`src/rtl/clkgate_pkg.sv`:
```
// Shared types for the multi-channel clock gate: channel FSM encoding and reset state.
`default_nettype none

package clkgate_pkg;

  typedef enum logic [1:0] {
    CG_OFF  = 2'd0,
    CG_ON   = 2'd1,
    CG_HOLD = 2'd2
  } cg_state_t;

  localparam cg_state_t CG_RST_STATE = CG_OFF;

endpackage : clkgate_pkg

`default_nettype wire

```
`src/rtl/clkgate_chan.sv`:
```
// One gated-clock channel: enable FSM with hold-off counter, enable register,
// low-transparent latch and AND gate.
`default_nettype none

module clkgate_chan
  import clkgate_pkg::*;
#(
  parameter int CNT_W = 4
) (
  input  logic             CK,
  input  logic             RN,
  input  logic             E,
  input  logic             SE,
  input  logic [CNT_W-1:0] hold_i,
  output logic             GCK,
  output logic             off_o
);

  cg_state_t        state_q, state_d;
  logic [CNT_W-1:0] cnt_q, cnt_d;
  logic             en_q;
  logic             latch_q;

  always_comb begin
    state_d = state_q;
    cnt_d   = cnt_q;
    unique case (state_q)
      CG_OFF: begin
        if (E) state_d = CG_ON;
      end
      CG_ON: begin
        if (!E) begin
          if (hold_i == '0) begin
            state_d = CG_OFF;
          end else begin
            state_d = CG_HOLD;
            cnt_d   = hold_i;
          end
        end
      end
      CG_HOLD: begin
        // A re-assertion on the expiry edge wins, so the clock never gaps.
        if (E) begin
          state_d = CG_ON;
          cnt_d   = '0;
        end else if (cnt_q == CNT_W'(1)) begin
          state_d = CG_OFF;
          cnt_d   = '0;
        end else begin
          cnt_d = cnt_q - CNT_W'(1);
        end
      end
      default: begin
        state_d = CG_RST_STATE;
        cnt_d   = '0;
      end
    endcase
  end

  assign off_o = (state_d == CG_OFF);

  always_ff @(posedge CK or negedge RN) begin
    if (!RN) begin
      state_q <= CG_RST_STATE;
      cnt_q   <= '0;
      en_q    <= 1'b0;
    end else begin
      state_q <= state_d;
      cnt_q   <= cnt_d;
      en_q    <= (state_d != CG_OFF);
    end
  end

  // Latch closes while CK is high so enable changes cannot chop a pulse.
  always_latch begin
    if (!RN) begin
      latch_q <= 1'b0;
    end else if (!CK) begin
      latch_q <= en_q | SE;
    end
  end

  assign GCK = CK & latch_q;

endmodule : clkgate_chan

`default_nettype wire

```
`src/rtl/clkgate_multi_hold.sv`:
```
// NCH-channel clock gate with hold-off hysteresis, per-channel gated status
// and a registered count of open channels.
`default_nettype none

module clkgate_multi_hold
  import clkgate_pkg::*;
#(
  parameter  int NCH   = 4,
  parameter  int CNT_W = 4,
  localparam int ACT_W = $clog2(NCH + 1)
) (
  input  logic             CK,
  input  logic             RN,
  input  logic [NCH-1:0]   E,
  input  logic             SE,
  input  logic [CNT_W-1:0] hold_i,
  output logic [NCH-1:0]   GCK,
  output logic [NCH-1:0]   gated_o,
  output logic [ACT_W-1:0] act_cnt_o
);

  logic [NCH-1:0]   off_d;
  logic [NCH-1:0]   gated_q;
  logic [ACT_W-1:0] act_cnt_q, act_cnt_d;

  for (genvar i = 0; i < NCH; i++) begin : g_chan
    clkgate_chan #(
      .CNT_W (CNT_W)
    ) u_chan (
      .CK     (CK),
      .RN     (RN),
      .E      (E[i]),
      .SE     (SE),
      .hold_i (hold_i),
      .GCK    (GCK[i]),
      .off_o  (off_d[i])
    );
  end

  // gated_q mirrors each channel's current state, so the count lags it by one edge.
  always_comb begin
    act_cnt_d = '0;
    for (int i = 0; i < NCH; i++) begin
      act_cnt_d = act_cnt_d + ACT_W'(!gated_q[i]);
    end
  end

  always_ff @(posedge CK or negedge RN) begin
    if (!RN) begin
      gated_q   <= '1;
      act_cnt_q <= '0;
    end else begin
      gated_q   <= off_d;
      act_cnt_q <= act_cnt_d;
    end
  end

  assign gated_o   = gated_q;
  assign act_cnt_o = act_cnt_q;

endmodule : clkgate_multi_hold

`default_nettype wire

```
`config.mk`:
```
export PLATFORM = sky130hd
export DESIGN_NAME = clkgate_multi_hold
export DESIGN_NICKNAME = d
export VERILOG_FILES = /design/src/rtl/clkgate_pkg.sv /design/src/rtl/clkgate_chan.sv /design/src/rtl/clkgate_multi_hold.sv
export SDC_FILE = /design/constraint.sdc
export NUM_CORES = 1
export LEC_CHECK = 0
export CAP_MARGIN = 20
export CELL_PAD_IN_SITES_DETAIL_PLACEMENT = 1
export CELL_PAD_IN_SITES_GLOBAL_PLACEMENT = 1
export CORE_AREA = 2 2 94 96
export DETAILED_ROUTE_END_ITERATION = 10
export DIE_AREA = 0 0 96 98
export PLACE_DENSITY_LB_ADDON = 0.1
export SLEW_MARGIN = 20
export SYNTH_ARGS = -nofsm -noshare
export SYNTH_HDL_FRONTEND = slang
export SYNTH_HIERARCHICAL = 1
export SYNTH_SLANG_ARGS = --single-unit
```
`constraint.sdc`:
```
create_clock -name CK -period 4.53 [get_ports CK]
set_clock_uncertainty 0.1 [all_clocks]
set_input_delay 0.453 -clock CK [delete_from_list [all_inputs] [get_ports CK]]
set_output_delay 0.453 -clock CK [all_outputs]
set_load 0.005 [all_outputs]
```
==> key figures <==
Outcome
  – Status: finished, final reports clean

Logic synthesis
  – Commonest cells post-synth: 31 x dfrtp_1, 28 x nand2_1, 26 x ha_1
  – Post-synth cell types: 31
  – Cells after Synth: 253
  – Synth Flop Type: dfrtp_1
  – Synth top area share: 0.314
  – Warnings, synthesis: 6
  – Post-synth net total: 291
  – EDFF count, synth: 0
  – Syn Area/Cell: 9.76 um2
  – Seq cells post-synth: 39
  – Top area cells in the synthesized netlist: dfrtp_1 31%, ha_1 13%, dfstp_2 4.3%, nand2_1 4.3%, inv_1 3.5%
  – Cell taking the most area after synthesis: dfrtp_1
  – Post-synth ARST share: 0.897
  – Netlist Area Pre-Place: 2470 um2
  – Top-count cell post-synth: dfrtp_1

Timing
  – Relative slew slack: 0.576
  – Endpoints failing hold: 0
  – Setup TNS: 0 ns
  – Fin. max-slew vios: 0
  – RSZ-0062 raised after global routing: no
  – Least-Margin Pin Slew: 0.634 ns
  – Setup violators final: 0

Power and ir drop
  – P_int: 1.26 mW
  – Cell area power density: 719 nW/um2
  – Clock share of power: 0.182
  – Net Sw Frac: 0.414
  – Power share of the sequential group: 0.288
  – Combinational share of power: 0.529
  – P_leak: 1.23 nW
  – Worst VDD drop: 0.185 mV
  – Switch Pwr: 890 uW

Route
  – Via count: 1972
  – Drt first pass iters: 4
  – Met2 wire length: 2610 um
  – DRT antenna net count: 0
  – Metal3 WL: 255 um
  – M1 WL: 3070 um
  – Number of remaining DRC errors: 0
  – Final WL: 6020 um
  – Top Layer Used: met4
  – Routed WL per cell: 15.2 um
  – Initial drt markers: 52
  – Vias per inst: 4.99

Cells and area
  – Total Nets Final: ~330
  – Layout cells sized above 1: 0.118
  – ANT cells: 0
  – Layout overhead on the synthesized area: 21.0%
  – Final Core Density: 0.353

Global route
  – Initial antenna violation count: 0
  – Vias in the first global route: 2130
  – Largest net degree at the start of global routing: 14
  – Overflow after GRT: 0
  – Total Routing Usage GR: 0.145
  – First-pass GRT wire length: around 10000 um

Placement
  – DP Wirelength: roughly 4300 um
  – Placer Congestion: slightly above 0.7
  – IO Port Bufs: 21

Worst setup path
  – Setup CP Type: latch -> out
  – CP required: 3.98 ns
  – Crit path max fanout: 1
  – Worst Setup End Kind: primary output
  – Critical path startpoint category: latch
  – WP data arrival: 3.50 ns

Floorplan
  – Starting Density: 0.292
  – Die area: 9410 um2
  – Core box area: approximately 8500 um2
  – Row cnt: 34
  – DIE HEIGHT: 98 um
  – Die width: between 90 and 100 um
  – I/O pin cnt: 22

Flow run
  – Max-cap violations: 0

CTS
  – Clock slew at reported path FFs: 0.04 ns
  – Cts repair resizes: 0
  – TritonCTS clock tree: built
  – Worst skew pair latency: 0.39 ns

Min path
  – HP Class: in -> gate
-- layout by cell type (no fill, tap or decap), types with 8 or more instances in the layout --
cell type,n
o21a_1,8
nor2_1,12
o21ai_1,8
o21ai_0,12
ha_1,26
a211oi_1,8
clkdlybuf4s50_1,20
nor2b_1,12
inv_1,23
nand2b_1,8
clkbuf_8,10
nand2_1,28
dfrtp_1,31
-- worst max-delay path: stages (launching register included) --
cell and delay [ns]:
dlxtp_1 0.32, and2_1 0.13, clkdlybuf4s50_1 0.49
-- flip-flops by register name, summed over array words and instances, names as in the netlist --
name and flops:
g_chan.u_chan/state_q 8, g_chan.u_chan/en_q 4, g_chan.u_chan/cnt_q 16, act_cnt_o 3, gated_o 4, g_chan.u_chan/latch_q 4
-- what timing repair did --
item,4_1_cts,5_1_grt
setup endpoints to repair,0,0
hold buffers,4,0
hold endpoints to repair,15,0
setup buffers,0,0
-- cell families after synthesis --
logic type | after synthesis | share of synthesized area
multiplexers | 8 | 0.0345
adder cells (fa/ha/maj) | 27 | 0.140
AND/OR/NAND/NOR | 88 | 0.195
flip-flops | 35 | 0.357
buffers and inverters | 27 | 0.0431
AO/OA/AOI/OAI | 64 | 0.207
latches | 4 | 0.0243
-- path summary, 6_finish.rpt --
path / from / to / slack [ns] / depth (start not counted)
max: g_chan[1].u_chan/latch_q$_DLATCH_P_ / GCK[1] / 0.48 / 2
min: RN / clock gate / 0.24 / 5
max reg2reg: g_chan[1].u_chan/en_q$_DFF_PN0_ / g_chan[1].u_chan/latch_q$_DLATCH_P_ / 1.54 / 1
min reg2reg: g_chan[2].u_chan/cnt_q[1]$_DFFE_PN0P_ / g_chan[2].u_chan/cnt_q[1]$_DFFE_PN0P_ / 0.42 / 2
max in group gated: RN / clock gate / 1.28 / 5
max in group asynchronous: RN / gated_o[2]$_DFF_PN1_ / 1.92 / 5
min in group CK: g_chan[2].u_chan/cnt_q[1]$_DFFE_PN0P_ / g_chan[2].u_chan/cnt_q[1]$_DFFE_PN0P_ / 0.42 / 2
min in group asynchronous: RN / gated_o[0]$_DFF_PN1_ / 0.53 / 2
-- area by class of cell --
type	instances	area [um2]
clock inverters	1	5.00
multi-input cells	187	1420
repair buffers	23	220
flip-flops and latches	39	941
inverters	23	86.3
clock buffers	14	178
well taps	108	135
fillers	973	5480
-- metal layers --
layer	vias up	global-route usage
met5	-	0
met4	0	0.0615
met3	9	0.0571
met2	33	0.205
met1	964	0.197
li1	966	-
-- power groups by stage --
stage                     combinational (mW)  clock [mW]  sequential [mW]
final                                   1.14       0.391            0.619
after global routing                    1.30       0.438            0.642
after CTS                               1.15       0.415            0.621
after detailed placement                1.14      0.0514            0.626
after global placement                  1.14      0.0514            0.624
after floorplan                        0.848      0.0216            0.592
-- stage by stage --
stage	hold slack, ns	area (um2)	power, mW	worst slack [ns]	cells
2_1_floorplan	-1.91	2470	1.46	1.31	253
3_3_place_gp	-1.65	2800	1.81	0.846	380
3_5_place_dp	-1.64	2800	1.82	0.836	380
4_1_cts	0.295	2990	2.19	0.445	395
5_1_grt	0.358	2990	2.38	0.425	395
6_report	0.237	2990	2.15	0.481	395
No activity file was read; power rests on OpenSTA's default activity.
